==> src/rtl/conveyor_read_dispatch_pkg.sv <==
// Shared types for the conveyor read dispatcher: fault codes and default widths.
// The slot word layout {finished, fault, data} is common with conveyor control.
package conveyor_read_dispatch_pkg;

  localparam int WORD_WIDTH_DEF          = 32;
  localparam int CONVEYOR_ADDR_WIDTH_DEF = 4;
  localparam int TAG_FIFO_ADDR_WIDTH_DEF = 2;
  localparam int FAULT_ADDR_WIDTH_DEF    = 3;

  typedef enum logic [FAULT_ADDR_WIDTH_DEF-1:0] {
    F_NONE = 3'd0,
    F_BUS  = 3'd1
  } fault_e;

  typedef enum logic {
    CONV_MAIN      = 1'b0,
    CONV_INTERRUPT = 1'b1
  } conveyor_e;

endpackage

==> src/rtl/conveyor_read_dispatch_if.sv <==
// Request, memory-bus and slot-write signals of the read dispatcher.
// slave is the dispatcher's view; master is the surrounding system's view.
interface conveyor_read_dispatch_if
  import conveyor_read_dispatch_pkg::*;
#(
  parameter int WORD_WIDTH          = WORD_WIDTH_DEF,
  parameter int CONVEYOR_ADDR_WIDTH = CONVEYOR_ADDR_WIDTH_DEF,
  parameter int FAULT_ADDR_WIDTH    = FAULT_ADDR_WIDTH_DEF
);
  logic                                       req_valid;
  logic                                       req_ready;
  logic [WORD_WIDTH-1:0]                      req_addr;
  logic                                       req_conveyor;
  logic [CONVEYOR_ADDR_WIDTH-1:0]             req_slot;

  logic                                       mem_req_valid;
  logic                                       mem_req_ready;
  logic [WORD_WIDTH-1:0]                      mem_req_addr;
  logic                                       mem_resp_valid;
  logic [WORD_WIDTH-1:0]                      mem_resp_data;
  logic                                       mem_resp_error;

  logic                                       wr_valid;
  logic                                       wr_conveyor;
  logic [CONVEYOR_ADDR_WIDTH-1:0]             wr_slot;
  logic [1+FAULT_ADDR_WIDTH+WORD_WIDTH-1:0]   wr_word;

  modport slave (
    input  req_valid, req_addr, req_conveyor, req_slot,
    input  mem_req_ready, mem_resp_valid, mem_resp_data, mem_resp_error,
    output req_ready, mem_req_valid, mem_req_addr,
    output wr_valid, wr_conveyor, wr_slot, wr_word
  );

  modport master (
    output req_valid, req_addr, req_conveyor, req_slot,
    output mem_req_ready, mem_resp_valid, mem_resp_data, mem_resp_error,
    input  req_ready, mem_req_valid, mem_req_addr,
    input  wr_valid, wr_conveyor, wr_slot, wr_word
  );

endinterface

==> src/rtl/conveyor_read_dispatch_tag_fifo.sv <==
// Synchronous FIFO holding {conveyor, slot} tags of reads in flight.
// Full/empty derive from the occupancy count so pointers can simply wrap.
module conveyor_read_dispatch_tag_fifo #(
  parameter int WIDTH      = 5,
  parameter int ADDR_WIDTH = 2
) (
  input  logic                  clk,
  input  logic                  rst_n,
  input  logic                  push_i,
  input  logic [WIDTH-1:0]      din_i,
  input  logic                  pop_i,
  output logic [WIDTH-1:0]      dout_o,
  output logic [ADDR_WIDTH:0]   count_o
);
  localparam int DEPTH = 1 << ADDR_WIDTH;

  logic [WIDTH-1:0]      mem_q [DEPTH];
  logic [ADDR_WIDTH-1:0] wr_ptr_q, wr_ptr_d;
  logic [ADDR_WIDTH-1:0] rd_ptr_q, rd_ptr_d;
  logic [ADDR_WIDTH:0]   count_q, count_d;
  logic                  push_ok, pop_ok;

  assign push_ok = push_i && (count_q != (ADDR_WIDTH+1)'(DEPTH));
  assign pop_ok  = pop_i && (count_q != '0);

  always_comb begin
    wr_ptr_d = wr_ptr_q + ADDR_WIDTH'(push_ok);
    rd_ptr_d = rd_ptr_q + ADDR_WIDTH'(pop_ok);
    count_d  = count_q + (ADDR_WIDTH+1)'(push_ok) - (ADDR_WIDTH+1)'(pop_ok);
  end

  always_ff @(posedge clk or negedge rst_n) begin
    if (!rst_n) begin
      wr_ptr_q <= '0;
      rd_ptr_q <= '0;
      count_q  <= '0;
    end else begin
      wr_ptr_q <= wr_ptr_d;
      rd_ptr_q <= rd_ptr_d;
      count_q  <= count_d;
    end
  end

  // Tag storage needs no reset: entries are only read once counted as valid.
  always_ff @(posedge clk) begin
    if (push_ok) mem_q[wr_ptr_q] <= din_i;
  end

  assign dout_o  = mem_q[rd_ptr_q];
  assign count_o = count_q;

endmodule

==> src/rtl/conveyor_read_dispatch.sv <==
// Issues tagged reads in order on a valid/ready bus and turns each in-order
// response into a one-cycle slot write addressed to the tagged conveyor slot.
module conveyor_read_dispatch
  import conveyor_read_dispatch_pkg::*;
#(
  parameter int WORD_WIDTH          = WORD_WIDTH_DEF,
  parameter int CONVEYOR_ADDR_WIDTH = CONVEYOR_ADDR_WIDTH_DEF,
  parameter int TAG_FIFO_ADDR_WIDTH = TAG_FIFO_ADDR_WIDTH_DEF,
  parameter int FAULT_ADDR_WIDTH    = FAULT_ADDR_WIDTH_DEF
) (
  input  logic                           clk,
  input  logic                           rst_n,
  conveyor_read_dispatch_if.slave        bus,
  output logic [TAG_FIFO_ADDR_WIDTH:0]   outstanding_o,
  output logic                           protocol_error_o
);
  localparam int DEPTH   = 1 << TAG_FIFO_ADDR_WIDTH;
  localparam int TAG_W   = 1 + CONVEYOR_ADDR_WIDTH;
  localparam int SLOT_W  = 1 + FAULT_ADDR_WIDTH + WORD_WIDTH;

  logic [TAG_FIFO_ADDR_WIDTH:0]   count;
  logic [TAG_W-1:0]               tag_head;
  logic                           tags_full, tags_empty;
  logic                           req_fire, resp_pop;

  logic                           mem_req_valid_q, mem_req_valid_d;
  logic [WORD_WIDTH-1:0]          mem_req_addr_q, mem_req_addr_d;
  logic                           wr_valid_q, wr_valid_d;
  logic                           wr_conveyor_q, wr_conveyor_d;
  logic [CONVEYOR_ADDR_WIDTH-1:0] wr_slot_q, wr_slot_d;
  logic [SLOT_W-1:0]              wr_word_q, wr_word_d;
  logic                           protocol_error_q, protocol_error_d;

  assign tags_full  = (count == (TAG_FIFO_ADDR_WIDTH+1)'(DEPTH));
  assign tags_empty = (count == '0);

  // Registered count keeps req_ready free of any response in the same cycle.
  assign bus.req_ready = !tags_full && (!mem_req_valid_q || bus.mem_req_ready);
  assign req_fire      = bus.req_valid && bus.req_ready;
  assign resp_pop      = bus.mem_resp_valid && !tags_empty;

  conveyor_read_dispatch_tag_fifo #(
    .WIDTH      (TAG_W),
    .ADDR_WIDTH (TAG_FIFO_ADDR_WIDTH)
  ) u_tag_fifo (
    .clk     (clk),
    .rst_n   (rst_n),
    .push_i  (req_fire),
    .din_i   ({bus.req_conveyor, bus.req_slot}),
    .pop_i   (resp_pop),
    .dout_o  (tag_head),
    .count_o (count)
  );

  always_comb begin
    mem_req_valid_d  = mem_req_valid_q;
    mem_req_addr_d   = mem_req_addr_q;
    wr_valid_d       = resp_pop;
    wr_conveyor_d    = wr_conveyor_q;
    wr_slot_d        = wr_slot_q;
    wr_word_d        = wr_word_q;
    protocol_error_d = protocol_error_q || (bus.mem_resp_valid && tags_empty);

    if (req_fire) begin
      mem_req_valid_d = 1'b1;
      mem_req_addr_d  = bus.req_addr;
    end else if (bus.mem_req_ready) begin
      mem_req_valid_d = 1'b0;
    end

    if (resp_pop) begin
      wr_conveyor_d = tag_head[CONVEYOR_ADDR_WIDTH];
      wr_slot_d     = tag_head[CONVEYOR_ADDR_WIDTH-1:0];
      // A bus error replaces the data with zero so consumers see only the fault.
      if (bus.mem_resp_error)
        wr_word_d = {1'b1, FAULT_ADDR_WIDTH'(F_BUS), {WORD_WIDTH{1'b0}}};
      else
        wr_word_d = {1'b1, FAULT_ADDR_WIDTH'(F_NONE), bus.mem_resp_data};
    end
  end

  always_ff @(posedge clk or negedge rst_n) begin
    if (!rst_n) begin
      mem_req_valid_q  <= 1'b0;
      mem_req_addr_q   <= '0;
      wr_valid_q       <= 1'b0;
      wr_conveyor_q    <= 1'b0;
      wr_slot_q        <= '0;
      wr_word_q        <= '0;
      protocol_error_q <= 1'b0;
    end else begin
      mem_req_valid_q  <= mem_req_valid_d;
      mem_req_addr_q   <= mem_req_addr_d;
      wr_valid_q       <= wr_valid_d;
      wr_conveyor_q    <= wr_conveyor_d;
      wr_slot_q        <= wr_slot_d;
      wr_word_q        <= wr_word_d;
      protocol_error_q <= protocol_error_d;
    end
  end

  assign bus.mem_req_valid = mem_req_valid_q;
  assign bus.mem_req_addr  = mem_req_addr_q;
  assign bus.wr_valid      = wr_valid_q;
  assign bus.wr_conveyor   = wr_conveyor_q;
  assign bus.wr_slot       = wr_slot_q;
  assign bus.wr_word       = wr_word_q;
  assign outstanding_o     = count;
  assign protocol_error_o  = protocol_error_q;

endmodule

==> src/flat_wrapper.sv <==
// flat-port wrapper written by rule: the top's interface ports become plain ports
module conveyor_read_dispatch_flat import conveyor_read_dispatch_pkg::*;
#(
  parameter int WORD_WIDTH          = WORD_WIDTH_DEF,
  parameter int CONVEYOR_ADDR_WIDTH = CONVEYOR_ADDR_WIDTH_DEF,
  parameter int TAG_FIFO_ADDR_WIDTH = TAG_FIFO_ADDR_WIDTH_DEF,
  parameter int FAULT_ADDR_WIDTH    = FAULT_ADDR_WIDTH_DEF
)
  (clk, rst_n, outstanding_o, protocol_error_o, bus_req_valid, bus_req_addr, bus_req_conveyor, bus_req_slot, bus_mem_req_ready, bus_mem_resp_valid, bus_mem_resp_data, bus_mem_resp_error, bus_req_ready, bus_mem_req_valid, bus_mem_req_addr, bus_wr_valid, bus_wr_conveyor, bus_wr_slot, bus_wr_word);
  conveyor_read_dispatch_if #(.WORD_WIDTH(WORD_WIDTH), .CONVEYOR_ADDR_WIDTH(CONVEYOR_ADDR_WIDTH), .FAULT_ADDR_WIDTH(FAULT_ADDR_WIDTH)) bus_i ();
  input  logic clk;
  input  logic rst_n;
  output logic [TAG_FIFO_ADDR_WIDTH:0] outstanding_o;
  output logic protocol_error_o;
  input wire logic [$bits(bus_i.req_valid)-1:0] bus_req_valid;
  input wire logic [$bits(bus_i.req_addr)-1:0] bus_req_addr;
  input wire logic [$bits(bus_i.req_conveyor)-1:0] bus_req_conveyor;
  input wire logic [$bits(bus_i.req_slot)-1:0] bus_req_slot;
  input wire logic [$bits(bus_i.mem_req_ready)-1:0] bus_mem_req_ready;
  input wire logic [$bits(bus_i.mem_resp_valid)-1:0] bus_mem_resp_valid;
  input wire logic [$bits(bus_i.mem_resp_data)-1:0] bus_mem_resp_data;
  input wire logic [$bits(bus_i.mem_resp_error)-1:0] bus_mem_resp_error;
  output wire logic [$bits(bus_i.req_ready)-1:0] bus_req_ready;
  output wire logic [$bits(bus_i.mem_req_valid)-1:0] bus_mem_req_valid;
  output wire logic [$bits(bus_i.mem_req_addr)-1:0] bus_mem_req_addr;
  output wire logic [$bits(bus_i.wr_valid)-1:0] bus_wr_valid;
  output wire logic [$bits(bus_i.wr_conveyor)-1:0] bus_wr_conveyor;
  output wire logic [$bits(bus_i.wr_slot)-1:0] bus_wr_slot;
  output wire logic [$bits(bus_i.wr_word)-1:0] bus_wr_word;
  assign bus_i.req_valid = bus_req_valid;
  assign bus_i.req_addr = bus_req_addr;
  assign bus_i.req_conveyor = bus_req_conveyor;
  assign bus_i.req_slot = bus_req_slot;
  assign bus_i.mem_req_ready = bus_mem_req_ready;
  assign bus_i.mem_resp_valid = bus_mem_resp_valid;
  assign bus_i.mem_resp_data = bus_mem_resp_data;
  assign bus_i.mem_resp_error = bus_mem_resp_error;
  assign bus_req_ready = bus_i.req_ready;
  assign bus_mem_req_valid = bus_i.mem_req_valid;
  assign bus_mem_req_addr = bus_i.mem_req_addr;
  assign bus_wr_valid = bus_i.wr_valid;
  assign bus_wr_conveyor = bus_i.wr_conveyor;
  assign bus_wr_slot = bus_i.wr_slot;
  assign bus_wr_word = bus_i.wr_word;
  conveyor_read_dispatch #(.WORD_WIDTH(WORD_WIDTH), .CONVEYOR_ADDR_WIDTH(CONVEYOR_ADDR_WIDTH), .TAG_FIFO_ADDR_WIDTH(TAG_FIFO_ADDR_WIDTH), .FAULT_ADDR_WIDTH(FAULT_ADDR_WIDTH)) u_core (.clk(clk), .rst_n(rst_n), .bus(bus_i), .outstanding_o(outstanding_o), .protocol_error_o(protocol_error_o));
endmodule
==> config.mk <==
export PLATFORM = sky130hd
export DESIGN_NAME = conveyor_read_dispatch_flat
export DESIGN_NICKNAME = d
export VERILOG_FILES = /design/src/rtl/conveyor_read_dispatch_pkg.sv /design/src/rtl/conveyor_read_dispatch_if.sv /design/src/rtl/conveyor_read_dispatch_tag_fifo.sv /design/src/rtl/conveyor_read_dispatch.sv /design/src/flat_wrapper.sv
export SDC_FILE = /design/constraint.sdc
export NUM_CORES = 1
export LEC_CHECK = 0
export ABC_AREA = 1
export BUFFER_PORTS_ARGS = -buffer_cell sky130_fd_sc_hd__buf_2
export CAP_MARGIN = 10
export CORE_MARGIN = 3
export CORE_UTILIZATION = 53
export CTS_CLUSTER_SIZE = 10
export DETAILED_ROUTE_END_ITERATION = 8
export HOLD_SLACK_MARGIN = 0.08
export PLACE_DENSITY = 0.85
export SYNTH_ARGS = -nofsm -noshare
export SYNTH_HDL_FRONTEND = slang
export SYNTH_SLANG_ARGS = --single-unit
==> constraint.sdc <==
create_clock -name clk -period 4.2 [get_ports clk]
set_input_delay 1.05 -clock clk [delete_from_list [all_inputs] [get_ports clk]]
set_output_delay 1.05 -clock clk [all_outputs]
set_load 0.02 [all_outputs]
==> summary.md, run 1 <==
| Metric | Value |
|---|---|
| Deepest clock path buffer count | 2 |
| Most frequent cells in the layout | 173 x nand2_1, 151 x buf_2, 81 x dfrtp_1, 32 x nand4_1, 31 x inv_1 |
| Vias per cell | 5.049 |
| Total CTS buffers | 9 |
| Insertion delay to the later sink of the worst-skew pair | 340 ps |
| First-pass GRT wire length | 14810 um |
| Congestion Overflow GR | 0 |
| Vias after detailed routing | 3388 |
| Cells after Synth | 430 |
| Routability cong. | 0.8434 |
| CP Max Fanout | 27 |
| Buffers on Ports | 152 |
| Skew final | 8.456 ps |
| Final setup vio count | 0 |
| CTS root buf | clkbuf_8 |
| Register area share after synthesis | 62.84% |
| Die W | 94.83 um |
| CP Cell Sequence | buf_2, inv_1, nand2_1, buf_4, nand2_1, inv_1, buf_2 |
| Synth-to-layout area growth | 23.13% |
| DRT iter0 DRCs | 129 |
| Initial antenna violation count | 0 |
| Worst setup EP type | output port |
| I/O Pins | 155 |
| WL final | 9248 um |
| Setup WS pre-CTS | 1123 ps |
| Post-cts resize count | 0 |
| Row Count | 31 |
| Hold crit path type | flop to flop |
| Worst vdd ir | 0.4117 mV |
| Ys flop type | dfrtp_1 |
| Layout cell share with drive strength beyond 1 | 30.42% |
| Gr usage total | 21.36% |
| Pins Over Slew Limit | 0 |
| Layout Nets | 648 |
| Initial Utilization | 56.15% |
| HPWL after DPL | 6606 um |
| Core footprint | 0.007447 sq mm |
| Final worst-path cycle share | 72.82% |
| Pwr dens | 680.9 mW/mm^2 |
| Synthesis warning total | 0 |
| Vias in the first global route | 3186 |
| Commonest non-fill, non-tap cell in the layout | nand2_1 |
| Fmax | 327.0 MHz |
| Synth Area per Inst | 9.724 sq um |
| CTS tree | done |
| Post-synthesis sequential element count | 101 |
| Die area | 0.008992 sq mm |
| # hold bufs at CTS | 0 |
| Largest net degree at the start of global routing | 82 |
| DRT Pass-1 Iters | 5 |
| Final non-filler cell total | 671 |
| Worst stage delay on the critical path | 340 ps |
| Worst Path Arrival | 2010 ps |
| Setup TNS | 0 ps |
| Worst Setup Path Type | input port to output port |
| Yosys cell types | 25 |
| Post-synth EDFFs | 20 |
| Worst endpoint required time | 3150 ps |
| Synth Cell Area | 0.004182 sq mm |
| Die H | 94.83 um |
| CTS H-Tree Depth | 3 |
| Leakage Power | 2.786 nW |
| Clk slew on worst S/H paths | 80 ps |
| Final worst slack | 1142 ps |
| Post-CTS setup buffers | 0 |
| Slew headroom | 35.91% |
| Outcome | finished, final reports clean |
| Endpoints failing hold | 0 |
| Residual DRC | 0 |
| Element type at the critical path start | input port |
| Utilization after layout | 69.14% |
| Final worst path period need | 3058 ps |
| Placed Cells | 656 |
| Slew @ Worst Pin | 961.4 ps |
| Clk sinks | 101 |
| RSZ-0062 raised after global routing | no |
| Max-Cap Viols | 0 |
| # diodes | 0 |
| Async SR Flop Fraction | 80.20% |
| Routed length per instance | 13.78 um |
| Antenna violation net count after detailed routing | 0 |
| Slowest cell on crit path | buf_4 |
-- state kept, by name, indices dropped and copies added, names as in the netlist --
| signal | cells |
|---|---|
| u_core.bus.mem_req_addr | 32 |
| u_core.bus.mem_req_valid | 1 |
| u_core.bus.wr_valid | 1 |
| u_core.u_tag_fifo.wr_ptr_q | 2 |
| u_core.u_tag_fifo.count_o | 3 |
| u_core.protocol_error_o | 1 |
| u_core.bus.wr_word | 34 |
| u_core.u_tag_fifo.rd_ptr_q | 2 |
| u_core.bus.wr_slot | 4 |
| u_core.bus.wr_conveyor | 1 |
| u_core.u_tag_fifo.mem_q | 20 |
-- report_power, final --
part,switching [W],total (W),internal [W]
sequential,0.000209,0.00152,0.00131
combinational,0.000862,0.00128,0.000416
clock,0.000301,0.000711,0.000409
total,0.00137,0.00351,0.00213
-- routing by layer --
layer / global-route usage (%) / up-vias / part of all wire, %
met5: 0 / - / 0
met4: 8.173 / 0 / 1.1
met3: 5.259 / 10 / 9.1
met2: 35.29 / 153 / 47
met1: 27.29 / 1571 / 43
li1: - / 1654 / -
-- final timing paths --
kind / slack (ps) / endpoint / from / cells past startpoint
worst max-delay path: 1140 / bus_req_ready / bus_mem_req_ready / 7
max in group asynchronous: 2730 / u_core.bus.wr_word[31] / rst_n / 1
worst min register to register: 470 / u_core.bus.wr_word[35] / u_core.bus.wr_word[35] / 1
worst min-delay path: 470 / u_core.bus.wr_word[35] / u_core.bus.wr_word[35] / 1
min in group asynchronous: 840 / u_core.bus.wr_word[8] / rst_n / 1
worst max register to register: 1540 / u_core.u_tag_fifo.count_o[2] / u_core.u_tag_fifo.count_o[1] / 10
-- worst max-delay path, delay by kind of cell --
kind,cells,cell delay [ps]
buffers and inverters,5,660
and+or+nand+nor,2,300
-- cell families (layout without fill, tap and decap cells) --
family	after synthesis	in the layout	share of synthesized area (%)
AND/OR/NAND/NOR	224	224	23.19
flip-flops	101	101	62.84
buffers and inverters	61	202	7.211
AO/OA/AOI/OAI	34	34	4.159
adder cells (fa/ha/maj)	5	5	1.676
XOR/XNOR	4	4	0.8380
other	1	2	0.08968
-- cell type report --
| type | instances | area [sq um] |
|---|---|---|
| clock buffer | 11 | 141.4 |
| clock inverter | 4 | 97.59 |
| fill | 573 | 2298 |
| inverter | 33 | 123.9 |
| multi-input combinational | 269 | 1256 |
| sequential | 101 | 2628 |
| tap | 99 | 123.9 |
| timing repair buffer | 154 | 778.2 |
-- Yosys cell counts, types with 2 or more instances --
cell type	number	area (sq um)
nand2_1	173	649.4
dfrtp_1	81	2027
nand4_1	32	200.2
inv_1	31	116.4
o21ai_0	23	115.1
edfxtp_1	20	600.6
buf_2	10	50.05
nand3_1	10	50.05
o21ai_1	10	50.05
clkbuf_1	7	26.28
buf_4	6	45.04
buf_6	5	56.30
ha_1	4	50.05
nor3_1	4	20.02
nand2_4	2	22.52
xnor2_1	2	17.52
xor2_1	2	17.52
-- metrics by stage --
stage / hold slack (ps) / total power, W / instance area, sq um
floorplan: 485.2 / 0.002381 / 4185
global placement: 446.0 / 0.002768 / 4910
detailed placement: 452.4 / 0.002808 / 4910
CTS: 471.5 / 0.003534 / 5149
global route: 485.4 / 0.003743 / 5149
finish: 469.3 / 0.003506 / 5149
No activity file was read; power rests on OpenSTA's default activity.
==> inputs of run 2 (changes only) <==
--- a/config.mk
+++ b/config.mk
@@ -9,11 +9,11 @@
 export BUFFER_PORTS_ARGS = -buffer_cell sky130_fd_sc_hd__buf_2
 export CAP_MARGIN = 10
 export CORE_MARGIN = 3
-export CORE_UTILIZATION = 53
+export CORE_UTILIZATION = 44
 export CTS_CLUSTER_SIZE = 10
 export DETAILED_ROUTE_END_ITERATION = 8
 export HOLD_SLACK_MARGIN = 0.08
-export PLACE_DENSITY = 0.85
+export PLACE_DENSITY = 0.75
 export SYNTH_ARGS = -nofsm -noshare
 export SYNTH_HDL_FRONTEND = slang
 export SYNTH_SLANG_ARGS = --single-unit
==> constraint.sdc (replaced) <==
create_clock -name clk -period 2.5 [get_ports clk]
set_input_delay 0.625 -clock clk [delete_from_list [all_inputs] [get_ports clk]]
set_output_delay 0.625 -clock clk [all_outputs]
set_load 0.02 [all_outputs]
==> run 2 against run 1 <==
  * Cell area grew 0.66%
  * Routed wire length grew 2.9%
  * Critical path depth shrank 1
  * Clock skew shrank 0.51 ps
  * Register-to-register slack lost 1100 ps
  * Setup slack lost 860 ps
  * Power grew 60%
  * Die area grew 19%
  * Sequential power grew 66%
  * Clock power grew 29%
  * Cell count grew 5.2%
  * Largest power group unchanged
==> summary.md, run 2 (synthesis results as in run 1) <==
| Metric | Value |
|---|---|
| Die W | 103.5 um (was 94.83 um) |
| Post-cts resize count | 0 (unchanged) |
| Final non-filler cell total | 706 (was 671) |
| CTS H-Tree Depth | 3 (unchanged) |
| Residual DRC | 0 (unchanged) |
| Slew @ Worst Pin | 703.4 ps (was 961.4 ps) |
| Met2 Usage GRT | 29.07% (was 35.29%) |
| Final setup vio count | 0 (unchanged) |
| Most frequent cells in the layout | 173 x nand2_1, 151 x buf_2, 81 x dfrtp_1, 32 x nand4_1, 31 x inv_1 (unchanged) |
| Fmax | 451.2 MHz |
| Routability cong. | 0.8987 (was 0.8434) |
| CP Capture Point | bus_req_ready (unchanged) |
| Largest register FFs | 34 (unchanged) |
| Met1 Track Usage GR | 22.81% (was 27.29%) |
| Largest net degree at the start of global routing | 72 (was 82) |
| Hold crit path type | input port to async pin (was flop to flop) |
| Vias in the first global route | 3116 (was 3186) |
| Total CTS buffers | 9 (unchanged) |
| Antenna violation net count after detailed routing | 0 (unchanged) |
| # diodes | 0 (unchanged) |
| Worst endpoint required time | 1880 ps (was 3150 ps) |
| Worst vdd ir | 0.6461 mV (was 0.4117 mV) |
| CTS root buf | clkbuf_8 (unchanged) |
| Worst R2R Start | u_core.u_tag_fifo.count_o[1] (unchanged) |
| CTS tree | done (unchanged) |
| Pins Over Slew Limit | 0 (unchanged) |
| HPWL after DPL | 6935 um (was 6606 um) |
| Commonest non-fill, non-tap cell in the layout | nand2_1 (unchanged) |
| Vias after detailed routing | 3412 (was 3388) |
| Met3 Use GR | 4.427% (was 5.259%) |
| Max-Cap Viols | 0 (unchanged) |
| Post-CTS setup buffers | 0 (unchanged) |
| Placed Cells | 690 (was 656) |
| Initial Utilization | 46.58% (was 56.15%) |
| Deepest clock path buffer count | 2 (unchanged) |
| Int Power | 0.003286 W (was 0.002134 W) |
| Critical path origin | u_core.u_tag_fifo.count_o[1] (was bus_mem_req_ready) |
| Layout Nets | 655 (was 648) |
| Endpoints failing hold | 0 (unchanged) |
| DRT iter0 DRCs | 158 (was 129) |
| Logic pwr share | 38.7% (was 36.4%) |
| Utilization after layout | 57.74% (was 69.14%) |
| I/O Pins | 155 (unchanged) |
| Slew headroom | 52.75% (was 35.91%) |
| Buffers on Ports | 152 (unchanged) |
| Gr usage total | 17.63% (was 21.36%) |
| NetSw | 0.002336 W (was 0.001371 W) |
| Layout cell share with drive strength beyond 1 | 31.38% (was 30.42%) |
| Insertion delay to the later sink of the worst-skew pair | 350 ps (was 340 ps) |
| FF+latch area | 0.002628 sq mm (unchanged) |
| Core footprint | 0.008976 sq mm (was 0.007447 sq mm) |
| Switching share of power | 41.55% (was 39.12%) |
| DRT Pass-1 Iters | 4 (was 5) |
| Multi-input logic area | 0.001256 sq mm (unchanged) |
| Final worst-path cycle share | 88.66% |
| Routed length per instance | 13.47 um (was 13.78 um) |
| Clk slew on worst S/H paths | 90 ps (was 80 ps) |
| # fillers | 803 (was 573) |
| Setup TNS | 0 ps (unchanged) |
| Element type at the critical path start | flop (was input port) |
| Synth-to-layout area growth | 23.94% (was 23.13%) |
| WHS | 246.1 ps (was 469.3 ps) |
| Die area | 0.01071 sq mm (was 0.008992 sq mm) |
| Worst Reg-to-Reg Cells | 10 (unchanged) |
| Clk sinks | 101 (unchanged) |
| Die H | 103.5 um (was 94.83 um) |
| Final worst path period need | 2216 ps |
| Seq pwr share | 45.1% (was 43.3%) |
| Leakage Power | 2.793 nW (was 2.786 nW) |
| Skew final | 7.945 ps (was 8.456 ps) |
| # hold bufs at CTS | 0 (unchanged) |
| Reg2reg setup slack | 450 ps (was 1540 ps) |
| First-pass GRT wire length | 14720 um (was 14810 um) |
| Worst Path Arrival | 1590 ps (was 2010 ps) |
| Clock Power Share | 16.3% (was 20.3%) |
| CP Max Fanout | 33 (was 27) |
| Vias per cell | 4.833 (was 5.049) |
| Peak-usage layer in the global routing report | met2 (unchanged) |
| Worst setup EP type | output port (unchanged) |
| Pwr dens | 1085 mW/mm^2 (was 680.9 mW/mm^2) |
| Row Count | 34 (was 31) |
| Outcome | finished, final reports clean (unchanged) |
| WL final | 9512 um (was 9248 um) |
| Congestion Overflow GR | 0 (unchanged) |
| Reg2Reg Capture Point | u_core.u_tag_fifo.count_o[1] (was u_core.u_tag_fifo.count_o[2]) |
| Initial antenna violation count | 0 (unchanged) |
| RSZ-0062 raised after global routing | no (unchanged) |
| Worst Setup Path Type | flop to output port (was input port to output port) |
run 2: cell types whose count changed in the layout (fill, tap and decap cells not counted), sizes merged:
cell / change
buf: +7
bufinv: -3
clkinvlp: +1
clkbuf: -2
clkinv: +3
inv: +2
run 2: metal layers:
layer / up-vias / wire length, um
met5: - / 0
met4: 0 / 125
met3: 13 / 946
met2: 159 / 4343
met1: 1573 / 4097
li1: 1667 / -
run 2: power by group through the flow:
stage          Combinational [W]  Clock [W]  Sequential [W]
6_report                 0.00217   0.000914         0.00253
5_1_grt                  0.00241    0.00102         0.00260
4_1_cts                  0.00220   0.000950         0.00253
3_5_place_dp             0.00220          0         0.00256
3_3_place_gp             0.00214          0         0.00254
2_1_floorplan           0.000968          0         0.00303
run 2: stage by stage:
step | total power (W) | setup slack [ps] | area (sq um)
after detailed placement | 0.004758 | 327.2 | 5009
after floorplan | 0.004000 | 330.3 | 4185
after global routing | 0.006029 | 161.2 | 5182
after CTS | 0.005681 | 256.7 | 5182
after global placement | 0.004678 | 368.1 | 5009
final | 0.005622 | 283.6 | 5182
run 2: worst min-delay path by stage:
| stage | from | to | slack, ps | cells past startpoint |
|---|---|---|---|---|
| floorplan | rst_n | u_core.bus.mem_req_addr[0] | 330 | 0 |
| global placement | u_core.bus.wr_word[35] | u_core.bus.wr_word[35] | 440 | 1 |
| detailed placement | u_core.bus.wr_word[35] | u_core.bus.wr_word[35] | 450 | 1 |
| CTS | rst_n | u_core.bus.wr_word[23] | 260 | 1 |
| global route | rst_n | u_core.bus.wr_word[23] | 280 | 1 |
| finish | rst_n | u_core.bus.wr_word[23] | 250 | 1 |
run 2: cell type report:
class	instances	share of cell area, %
Clock buffer	9	2.390
Timing Repair Buffer	161	16.27
Multi-Input combinational cell	269	24.24
Clock inverter	7	0.9657
Inverter	33	2.390
Sequential cell	101	50.70
Tap cell	126	3.042
run 2: critical path: stages (launching register included):
cell     delay, ps
dfrtp_1        490
nor2_4          80
nand2_4         70
buf_4          300
nand2_1         80
inv_1           60
buf_2          150
==> inputs of run 3 (changes only) <==
--- a/config.mk
+++ b/config.mk
@@ -8,12 +8,12 @@
 export ABC_AREA = 1
 export BUFFER_PORTS_ARGS = -buffer_cell sky130_fd_sc_hd__buf_2
 export CAP_MARGIN = 10
-export CORE_MARGIN = 3
-export CORE_UTILIZATION = 44
+export CORE_MARGIN = 1.5
+export CORE_UTILIZATION = 53
 export CTS_CLUSTER_SIZE = 10
 export DETAILED_ROUTE_END_ITERATION = 8
 export HOLD_SLACK_MARGIN = 0.08
-export PLACE_DENSITY = 0.75
+export PLACE_DENSITY = 0.85
 export SYNTH_ARGS = -nofsm -noshare
 export SYNTH_HDL_FRONTEND = slang
 export SYNTH_SLANG_ARGS = --single-unit
==> constraint.sdc (replaced) <==
create_clock -name clk -period 2.7 [get_ports clk]
set_input_delay 0.675 -clock clk [delete_from_list [all_inputs] [get_ports clk]]
set_output_delay 0.675 -clock clk [all_outputs]
set_load 0.02 [all_outputs]
==> run 3 against run 2 <==
  * Clock skew up 3.6 ps
  * Register-to-register slack better by 60 ps
  * Via count down 0.47%
  * Power down 4.8%
  * Clock power up 13%
==> summary.md, run 3 (synthesis results as in run 1) <==
| Metric | Value |
|---|---|
| Outcome | finished, final reports clean (unchanged) |
| Setup TNS | 0 ps (unchanged) |
| Commonest non-fill, non-tap cell in the layout | nand2_1 (unchanged) |
| Slew @ Worst Pin | 700.3 ps (was 703.4 ps) |
| I/O Pins | 155 (unchanged) |
| Worst vdd ir | 0.6467 mV (was 0.6461 mV) |
| Deepest clock path buffer count | 2 (unchanged) |
| Slowest cell on crit path | dfrtp_1 (unchanged) |
| RSZ-0062 raised after global routing | no (unchanged) |
| Skew final | 11.51 ps (was 7.945 ps) |
| Reg2reg setup slack | 510 ps (was 450 ps) |
| Worst Path Arrival | 1560 ps (was 1590 ps) |
| First-pass GRT wire length | 14230 um (was 14720 um) |
| Vias per cell | 4.994 (was 4.833) |
| Crit path buf inv count | 2 (was 3) |
| Initial Utilization | 54.39% (was 46.58%) |
| CTS root buf | clkbuf_8 (unchanged) |
| Final non-filler cell total | 680 (was 706) |
| Clk sinks | 101 (unchanged) |
| Insertion delay to the later sink of the worst-skew pair | 350 ps (about the same) |
| Vias in the first global route | 3078 (was 3116) |
| Antenna violation net count after detailed routing | 0 (unchanged) |
| Post-CTS setup buffers | 0 (unchanged) |
| DRT iter0 DRCs | 179 (was 158) |
| Synth-to-layout area growth | 24.06% (was 23.94%) |
| CTS H-Tree Depth | 3 (unchanged) |
| CP Cell Sequence | nor2_4, nand2_4, nand2_1, inv_1, buf_2 (was nor2_4, nand2_4, buf_4, nand2_1, inv_1, buf_2) |
| Max-Cap Viols | 0 (unchanged) |
| Layout Nets | 653 (was 655) |
| Die area | 0.008432 sq mm (was 0.01071 sq mm) |
| Worst Setup Path Type | flop to output port (unchanged) |
| Total Power | 0.005353 W (was 0.005622 W) |
| Element type at the critical path start | flop (unchanged) |
| Buffers on Ports | 152 (unchanged) |
| Row Count | 32 (was 34) |
| Multi-input logic area | 0.001256 sq mm (unchanged) |
| Largest register FFs | 34 (unchanged) |
| Most frequent cells in the layout | 173 x nand2_1, 151 x buf_2, 81 x dfrtp_1, 32 x nand4_1, 31 x inv_1 (unchanged) |
| Slew headroom | 52.96% (was 52.75%) |
| Post-cts resize count | 0 (unchanged) |
| # fillers | 608 (was 803) |
| Residual DRC | 0 (unchanged) |
| Fmax | 447.9 MHz |
| Pins Over Slew Limit | 0 (unchanged) |
| Kind of cell adding the most delay to the critical path | simple AND/OR/NAND/NOR gates (was buffers and inverters) |
| Worst endpoint required time | 2030 ps (was 1880 ps) |
| Worst stage delay on the critical path | 470 ps (was 490 ps) |
| DRT Pass-1 Iters | 4 (unchanged) |
| Die H | 91.83 um (was 103.5 um) |
| Final setup vio count | 0 (unchanged) |
| CTS tree | done (unchanged) |
| Layout cell share with drive strength beyond 1 | 31.14% (was 31.38%) |
| Total CTS buffers | 9 (unchanged) |
| Largest net degree at the start of global routing | 72 (unchanged) |
| Initial antenna violation count | 0 (unchanged) |
| Core footprint | 0.007687 sq mm (was 0.008976 sq mm) |
| Setup WS pre-CTS | 460.8 ps (was 327.2 ps) |
| Congestion Overflow GR | 0 (unchanged) |
| Leakage Power | 2.808 nW (was 2.793 nW) |
| FF+latch area | 0.002628 sq mm (unchanged) |
| Gr usage total | 21.58% (was 17.63%) |
| Placed Cells | 664 (was 690) |
| Worst setup EP type | output port (unchanged) |
| HPWL after DPL | 6344 um (was 6935 um) |
| Pwr dens | 1032 mW/mm^2 (was 1085 mW/mm^2) |
| CP Max Fanout | 34 (was 33) |
| # diodes | 0 (unchanged) |
| Hold crit path type | input port to async pin (unchanged) |
| Routability cong. | 0.8124 (was 0.8987) |
| Routed length per instance | 12.73 um (was 13.47 um) |
| Endpoints failing hold | 0 (unchanged) |
| Final worst path period need | 2233 ps |
| # hold bufs at CTS | 0 (unchanged) |
| Die W | 91.83 um (was 103.5 um) |
| Final worst slack | 467.2 ps (was 283.6 ps) |
| Clk slew on worst S/H paths | 90 ps (about the same) |
| WL final | 8653 um (was 9512 um) |
| Vias after detailed routing | 3396 (was 3412) |
| Final worst-path cycle share | 82.70% |
run 3: final timing paths:
check | endpoint | cells after the start | from
setup / recovery | bus_req_ready | 5 | u_core.u_tag_fifo.count_o[1]
hold / removal | u_core.bus.mem_req_addr[23] | 1 | rst_n
setup reg to reg | u_core.u_tag_fifo.mem_q[2][3] | 5 | u_core.u_tag_fifo.count_o[1]
hold reg to reg | u_core.bus.wr_word[35] | 1 | u_core.bus.wr_word[35]
max in group asynchronous | u_core.bus.wr_word[16] | 2 | rst_n
min in group clk | u_core.bus.wr_word[35] | 1 | u_core.bus.wr_word[35]
run 3: through the flow:
stage	utilization, %	instance area (sq um)	hold slack (ps)
final	67.48	5187	294.3
after global routing	67.48	5187	317.7
after detailed placement	64.57	4964	454.1
after CTS	67.48	5187	302.3
after floorplan	-	4185	379.4
after global placement	64.57	4964	444.6
run 3: area by class of cell:
| cell class | instances | area share (%) |
|---|---|---|
| sequential | 101 | 50.65 |
| multi-input combinational | 269 | 24.22 |
| timing repair buffer | 159 | 15.97 |
| clock buffer | 11 | 2.726 |
| tap | 102 | 2.460 |
| inverter | 33 | 2.388 |
| clock inverter | 5 | 1.592 |
run 3: per-layer routing:
layer	share of wire [%]	vias up	GRT usage, %
li1	-	1663	-
met2	46	160	33.89
met5	0	-	0
met4	2.1	0	8.718
met3	9.3	19	5.804
met1	43	1554	28.72
run 3: where the power goes:
group | leakage, nW | switching [W] | internal (W)
clock | 0.110 | 0.000483 | 0.000550
sequential | 1.19 | 0.000301 | 0.00204
combinational | 1.51 | 0.00133 | 0.000657
total | 2.81 | 0.00211 | 0.00324
